--- config.mk ---
export PLATFORM = sky130hd
export DESIGN_NAME = turbo_block_encoder
export DESIGN_NICKNAME = d
export VERILOG_FILES = /design/src/rtl/turbo_block_encoder.sv
export SDC_FILE = /design/constraint.sdc
export NUM_CORES = 1
export LEC_CHECK = 0
export BUFFER_PORTS_ARGS = -buffer_cell sky130_fd_sc_hd__buf_2
export CORE_ASPECT_RATIO = 0.9
export CORE_MARGIN = 2
export CORE_UTILIZATION = 55
export CTS_CLUSTER_DIAMETER = 150
export DETAILED_ROUTE_END_ITERATION = 8
export GPL_TIMING_DRIVEN = 1
export MAX_ROUTING_LAYER = met4
export PLACE_DENSITY = 0.73
export RECOVER_POWER = 25
export SYNTH_ARGS = -nofsm -noshare
export SYNTH_HDL_FRONTEND = slang
export SYNTH_SLANG_ARGS = --single-unit
--- constraint.sdc ---
create_clock -name clk -period 5.4 [get_ports clk]
set_clock_uncertainty 0.1 [all_clocks]
set_input_delay 1.62 -clock clk [delete_from_list [all_inputs] [get_ports clk]]
set_output_delay 1.62 -clock clk [all_outputs]
set_load 0.05 [all_outputs]
--- src/rtl/turbo_block_encoder.sv ---
// Rate-1/3 turbo block encoder: two 8-state RSC encoders, linear-congruential
// interleaver, three-triple trellis termination per block.
module turbo_block_encoder #(
  parameter int BLOCK_LEN = 16,
  parameter int INTLV_A   = 5,
  parameter int INTLV_B   = 3
) (
  input  logic       clk,
  input  logic       reset,
  input  logic       in_valid,
  input  logic       in_bit,
  output logic       in_ready,
  output logic       out_valid,
  input  logic       out_ready,
  output logic [2:0] out_data,
  output logic       out_tail,
  output logic       out_last
);

  localparam int LW = $clog2(BLOCK_LEN);
  localparam logic [LW-1:0] LAST = LW'(BLOCK_LEN - 1);
  localparam logic [LW-1:0] TWO  = LW'(2);
  localparam logic [LW-1:0] A_L  = LW'(INTLV_A);
  localparam logic [LW-1:0] B_L  = LW'(INTLV_B);

  typedef enum logic [1:0] {
    LOAD,
    ENCODE,
    TAIL
  } state_e;

  state_e               state_q, state_d;
  logic [LW-1:0]        cnt_q, cnt_d;
  logic [LW-1:0]        idx_q, idx_d;
  logic [2:0]           s1_q, s1_d;
  logic [2:0]           s2_q, s2_d;
  logic [BLOCK_LEN-1:0] buf_q, buf_d;

  logic u1, u2, a1, a2, p1, p2;
  logic accept, fire;

  assign accept = in_valid & in_ready;
  assign fire   = out_valid & out_ready;

  // In TAIL the input is chosen so the feedback a is zero, flushing the state.
  always_comb begin
    u1 = buf_q[cnt_q];
    u2 = buf_q[idx_q];
    if (state_q == TAIL) begin
      u1 = s1_q[1] ^ s1_q[2];
      u2 = s2_q[1] ^ s2_q[2];
    end
    a1 = u1 ^ s1_q[1] ^ s1_q[2];
    a2 = u2 ^ s2_q[1] ^ s2_q[2];
    p1 = a1 ^ s1_q[0] ^ s1_q[2];
    p2 = a2 ^ s2_q[0] ^ s2_q[2];
  end

  always_ff @(posedge clk) begin
    if (reset) begin
      state_q <= LOAD;
      cnt_q   <= '0;
      idx_q   <= '0;
      s1_q    <= '0;
      s2_q    <= '0;
    end else begin
      state_q <= state_d;
      cnt_q   <= cnt_d;
      idx_q   <= idx_d;
      s1_q    <= s1_d;
      s2_q    <= s2_d;
    end
  end

  always_ff @(posedge clk) begin
    buf_q <= buf_d;
  end

  always_comb begin
    state_d = state_q;
    cnt_d   = cnt_q;
    idx_d   = idx_q;
    s1_d    = s1_q;
    s2_d    = s2_q;
    buf_d   = buf_q;
    unique case (state_q)
      LOAD: begin
        if (accept) begin
          buf_d[cnt_q] = in_bit;
          if (cnt_q == LAST) begin
            state_d = ENCODE;
            cnt_d   = '0;
            idx_d   = B_L;
          end else begin
            cnt_d = cnt_q + 1'b1;
          end
        end
      end
      ENCODE: begin
        if (fire) begin
          s1_d  = {s1_q[1:0], a1};
          s2_d  = {s2_q[1:0], a2};
          idx_d = idx_q + A_L;
          if (cnt_q == LAST) begin
            state_d = TAIL;
            cnt_d   = '0;
          end else begin
            cnt_d = cnt_q + 1'b1;
          end
        end
      end
      TAIL: begin
        if (fire) begin
          s1_d = {s1_q[1:0], a1};
          s2_d = {s2_q[1:0], a2};
          if (cnt_q == TWO) begin
            state_d = LOAD;
            cnt_d   = '0;
            idx_d   = '0;
            s1_d    = '0;
            s2_d    = '0;
          end else begin
            cnt_d = cnt_q + 1'b1;
          end
        end
      end
      default: state_d = LOAD;
    endcase
  end

  always_comb begin
    in_ready  = ~reset & (state_q == LOAD);
    out_valid = ~reset & (state_q != LOAD);
    out_data  = out_valid ? {p2, p1, u1} : 3'b000;
    out_tail  = out_valid & (state_q == TAIL);
    out_last  = out_tail & (cnt_q == TWO);
  end

endmodule

==> run_summary.xml <==
<?xml version="1.0" encoding="UTF-8"?>
<metrics>
  <group name="global_routing">
    <metric name="grt_use_total" unit="%">23.42</metric>
    <metric name="via_count_of_the_first_global_routing_pass" unit="">1404</metric>
    <metric name="antenna_found_initial" unit="">0</metric>
    <metric name="grt_first_pass_wirelength" unit="µm">6665</metric>
    <metric name="global_route.overflow_total" unit="">0</metric>
    <metric name="pin_count_of_the_biggest_net_entering_global_routing" unit="">19</metric>
  </group>
  <group name="synthesis">
    <metric name="netlist_instances" unit="">196</metric>
    <metric name="syn_area_per_cell" unit="µm²">9.990</metric>
    <metric name="yosys.cell_count.top_type" unit="">sky130_fd_sc_hd__nor2_1</metric>
    <metric name="yosysSeqAreaShare" unit="%">40.89</metric>
    <metric name="synth_async_sr_flop_share" unit="%">0</metric>
    <metric name="syn_nets" unit="">209</metric>
    <metric name="synth_top_area_cell" unit="">sky130_fd_sc_hd__edfxtp_1</metric>
    <metric name="synth_enable_flop_cells" unit="">16</metric>
    <metric name="post_synth_instance_area" unit="mm²">0.001958</metric>
    <metric name="post_synth_main_area_contributors" unit="">sky130_fd_sc_hd__edfxtp_1 25%, sky130_fd_sc_hd__dfxtp_1 16%, sky130_fd_sc_hd__mux4_2 8.1%</metric>
    <metric name="synth.cells.most_frequent" unit="">26 x sky130_fd_sc_hd__nor2_1, 16 x sky130_fd_sc_hd__dfxtp_1, 16 x sky130_fd_sc_hd__edfxtp_1</metric>
    <metric name="synth_top_cell_area_share" unit="%">24.54</metric>
    <metric name="synthesis.yosys.warnings" unit="">0</metric>
    <metric name="synth_cell_type_count" unit="">45</metric>
    <metric name="yosys_register_bits" unit="">32</metric>
    <metric name="top_ff_cell_synth" unit="">sky130_fd_sc_hd__edfxtp_1</metric>
  </group>
  <group name="timing">
    <metric name="timing.final.crit_period" unit="ns">4.474</metric>
    <metric name="finalSetupViolCount" unit="">0</metric>
    <metric name="setup_tns" unit="ns">0</metric>
    <metric name="timing.final.hold_violations" unit="">0</metric>
    <metric name="clock.fmax" unit="MHz">223.5</metric>
    <metric name="holdWs" unit="ns">0.4158</metric>
    <metric name="timing.slew.headroom" unit="%">58.46</metric>
    <metric name="final.period_utilization" unit="%">82.85</metric>
    <metric name="final_max_slew_viol_count" unit="">0</metric>
    <metric name="timing_worst_slew_pin_value" unit="ns">0.6231</metric>
    <metric name="unrepaired_setup_endpoints_after_global_routing" unit="">false</metric>
  </group>
  <group name="clock_network">
    <metric name="tritoncts.num_buffers" unit="">5</metric>
    <metric name="clock-sinks" unit="">32</metric>
    <metric name="cts_max_path_buffers" unit="">2</metric>
    <metric name="postCtsHoldBufs" unit="">0</metric>
    <metric name="cts_setup_buffers" unit="">0</metric>
    <metric name="path_clk_slew" unit="ns">0.07</metric>
    <metric name="cts-root-buf" unit="">sky130_fd_sc_hd__clkbuf_8</metric>
    <metric name="cts.repair.resized" unit="">0</metric>
    <metric name="tritoncts" unit="">done</metric>
    <metric name="h-tree-depth" unit="">2</metric>
    <metric name="insertion_delay" unit="ns">0.28</metric>
  </group>
  <group name="pwr">
    <metric name="p_leak" unit="nW">0.7371</metric>
    <metric name="combinational_group_share_of_total_power" unit="%">5.3</metric>
    <metric name="power.sequential.fraction" unit="%">50.5</metric>
    <metric name="portion_of_total_power_attributed_to_the_clock_network" unit="%">44.3</metric>
    <metric name="cellPowerDensity" unit="mW/mm²">242.7</metric>
    <metric name="internal-power" unit="W">0.0004025</metric>
    <metric name="vdd_drop_max" unit="µV">206.1</metric>
    <metric name="swShare" unit="%">21.78</metric>
    <metric name="power.switching" unit="W">0.0001121</metric>
  </group>
  <group name="critical_path">
    <metric name="end_kind" unit="">output port</metric>
    <metric name="critical_path.cell_chain" unit="">buf_2 &gt; or2_2 &gt; inv_2 &gt; nand2_1 &gt; mux2i_1 &gt; buf_2</metric>
    <metric name="timing.critical_path.buf_inv" unit="">3</metric>
    <metric name="worst_ep_required_time" unit="ns">3.68</metric>
    <metric name="cp_common_cell" unit="">sky130_fd_sc_hd__buf_2</metric>
    <metric name="critical-path-max-stage-delay" unit="ns">0.37</metric>
    <metric name="timing.critical_path.arrival" unit="ns">2.75</metric>
    <metric name="slowest_stage" unit="">sky130_fd_sc_hd__or2_2</metric>
    <metric name="critPathMaxFanout" unit="">18</metric>
    <metric name="worst_path_dominant_cell_family" unit="">buffers and inverters</metric>
    <metric name="start_kind" unit="">input pin</metric>
    <metric name="timing.setup.critical_path_class" unit="">input pin to output port</metric>
  </group>
  <group name="detailed_routing">
    <metric name="wl_per_cell" unit="µm">16.06</metric>
    <metric name="drt_drc_violations_left" unit="">0</metric>
    <metric name="route.vias.total" unit="">1503</metric>
    <metric name="number_of_routed_nets_with_antenna_violations" unit="">0</metric>
    <metric name="routed_via_density" unit="">6.036</metric>
    <metric name="starting_drc_count_in_detailed_routing" unit="">115</metric>
    <metric name="drtPass1Iterations" unit="">4</metric>
    <metric name="finalWirelength" unit="µm">3998</metric>
  </group>
  <group name="final_layout">
    <metric name="drive_gt1_share" unit="%">16.10</metric>
    <metric name="finalNonFillerCells" unit="">249</metric>
    <metric name="num-nets-final" unit="">217</metric>
    <metric name="fill_cells" unit="">274</metric>
    <metric name="register_area" unit="µm²">800.8</metric>
    <metric name="flow.area_growth_from_synthesis" unit="%">8.307</metric>
    <metric name="antenna_cells_inserted" unit="">0</metric>
    <metric name="finish.utilization" unit="%">62.32</metric>
    <metric name="total_area_of_multi_input_combinational_cells" unit="mm²">0.001062</metric>
  </group>
  <group name="die">
    <metric name="design.portCount" unit="">12</metric>
    <metric name="core-area" unit="mm²">0.003403</metric>
    <metric name="die_y" unit="µm">60.61</metric>
    <metric name="start_util" unit="%">57.54</metric>
    <metric name="fp.dieArea" unit="mm²">0.004054</metric>
    <metric name="die_x" unit="µm">66.90</metric>
    <metric name="num_rows" unit="">20</metric>
  </group>
  <group name="flow_run">
    <metric name="max_cap_viol_count" unit="">0</metric>
  </group>
  <group name="run_status">
    <metric name="status" unit="">completed</metric>
  </group>
  <group name="placement">
    <metric name="number_of_placed_cells_counting_well_taps" unit="">241</metric>
    <metric name="place_hpwl" unit="µm">2953</metric>
    <metric name="io_buffer_count" unit="">11</metric>
    <metric name="gp_congestion" unit="">0.8273</metric>
  </group>
  <group name="hold_path">
    <metric name="type_of_the_most_critical_hold_path" unit="">flip-flop to flip-flop</metric>
  </group>
</metrics>
metrics by stage:
step / cell area (µm²) / setup WS, ns / total power [W]
floorplan: 1958 / 0.3914 / 0.0002850
global placement: 2011 / 0.9859 / 0.0002910
detailed placement: 2011 / 0.9422 / 0.0002921
CTS: 2122 / 0.9423 / 0.0005192
global route: 2121 / 0.8802 / 0.0005364
finish: 2121 / 0.9260 / 0.0005146
registers in the layout, summed over array words and instances, names as in the netlist:
| signal | cells |
|---|---|
| s2_q | 3 |
| s1_q | 3 |
| buf_q | 16 |
| state_q | 2 |
| cnt_q | 4 |
| idx_q | 4 |
worst register-to-register path, stage by stage, from the launching register on:
cell                       delay [ns]
sky130_fd_sc_hd__dfxtp_1         0.60
sky130_fd_sc_hd__ha_1            0.28
sky130_fd_sc_hd__or3b_1          0.51
sky130_fd_sc_hd__a21oi_4         0.22
sky130_fd_sc_hd__o211ai_4        0.12
sky130_fd_sc_hd__or4_1           0.49
sky130_fd_sc_hd__a21oi_1         0.16
final cells by class:
class / count / area share (%)
clock buffers: 5 / 3.245
multi-input cells: 144 / 50.09
inverters: 10 / 1.770
repair buffers: 11 / 2.537
well taps: 44 / 2.596
clock inverters: 3 / 2.006
flip-flops and latches: 32 / 37.76
logic make-up (layout without fill, tap and decap cells):
family	Yosys count	in the layout	synth area share [%]
buffers and inverters	20	29	4.856
xor gates and xnor gates	5	5	2.237
muxes	17	17	13.80
AOI/OAI and AO/OA	33	33	12.08
and+or+nand+nor	81	81	21.02
adders and majority gates	8	8	5.112
DFF	32	32	40.89
placed cells by master (no fill, tap or decap), types with 2 or more instances in the layout:
cell,Yosys,routed
sky130_fd_sc_hd__a211oi_1,2,2
sky130_fd_sc_hd__a21oi_1,8,8
sky130_fd_sc_hd__a22oi_1,6,6
sky130_fd_sc_hd__and2_1,2,2
sky130_fd_sc_hd__and3_1,2,2
sky130_fd_sc_hd__buf_2,4,10
sky130_fd_sc_hd__clkbuf_8,0,5
sky130_fd_sc_hd__dfxtp_1,16,16
sky130_fd_sc_hd__edfxtp_1,16,16
sky130_fd_sc_hd__ha_1,8,8
sky130_fd_sc_hd__inv_1,8,8
sky130_fd_sc_hd__inv_2,2,2
sky130_fd_sc_hd__mux2i_1,9,9
sky130_fd_sc_hd__mux4_2,7,7
sky130_fd_sc_hd__nand2_1,12,12
sky130_fd_sc_hd__nand2b_1,5,5
sky130_fd_sc_hd__nand3_1,9,9
sky130_fd_sc_hd__nand3b_1,2,2
sky130_fd_sc_hd__nor2_1,26,26
sky130_fd_sc_hd__nor2b_1,4,4
sky130_fd_sc_hd__nor3_1,7,7
sky130_fd_sc_hd__o211ai_1,2,2
sky130_fd_sc_hd__o21ai_0,4,4
sky130_fd_sc_hd__o21ai_1,4,4
sky130_fd_sc_hd__or4_1,3,3
sky130_fd_sc_hd__xnor2_1,3,3
sky130_fd_sc_hd__xor2_1,2,2
routing by layer:
metal	GRT usage (%)	part of all wire [%]	up-vias
met4	5.831	0.93	0
li1	-	-	728
met1	30.00	45	725
met3	7.607	6.1	4
met5	-	0	-
met2	36.43	48	46
power by group through the flow:
stage / combinational (W) / sequential, W / clock, W
final: 0.0000271 / 0.000260 / 0.000228
after global routing: 0.0000302 / 0.000260 / 0.000246
after CTS: 0.0000271 / 0.000260 / 0.000232
after detailed placement: 0.0000270 / 0.000265 / 0
after global placement: 0.0000262 / 0.000265 / 0
after floorplan: 0.0000227 / 0.000262 / 0
final timing paths:
path            start           to  slack [ns]  depth (start not counted)
max             reset  out_data[2]        0.93                          6
min reg2reg   s2_q[0]      s2_q[0]        0.42                          2
min           s2_q[0]      s2_q[0]        0.42                          2
max reg2reg  cnt_q[1]     idx_q[3]        2.84                          6
Note: power is estimated with default switching activity, not from simulation.
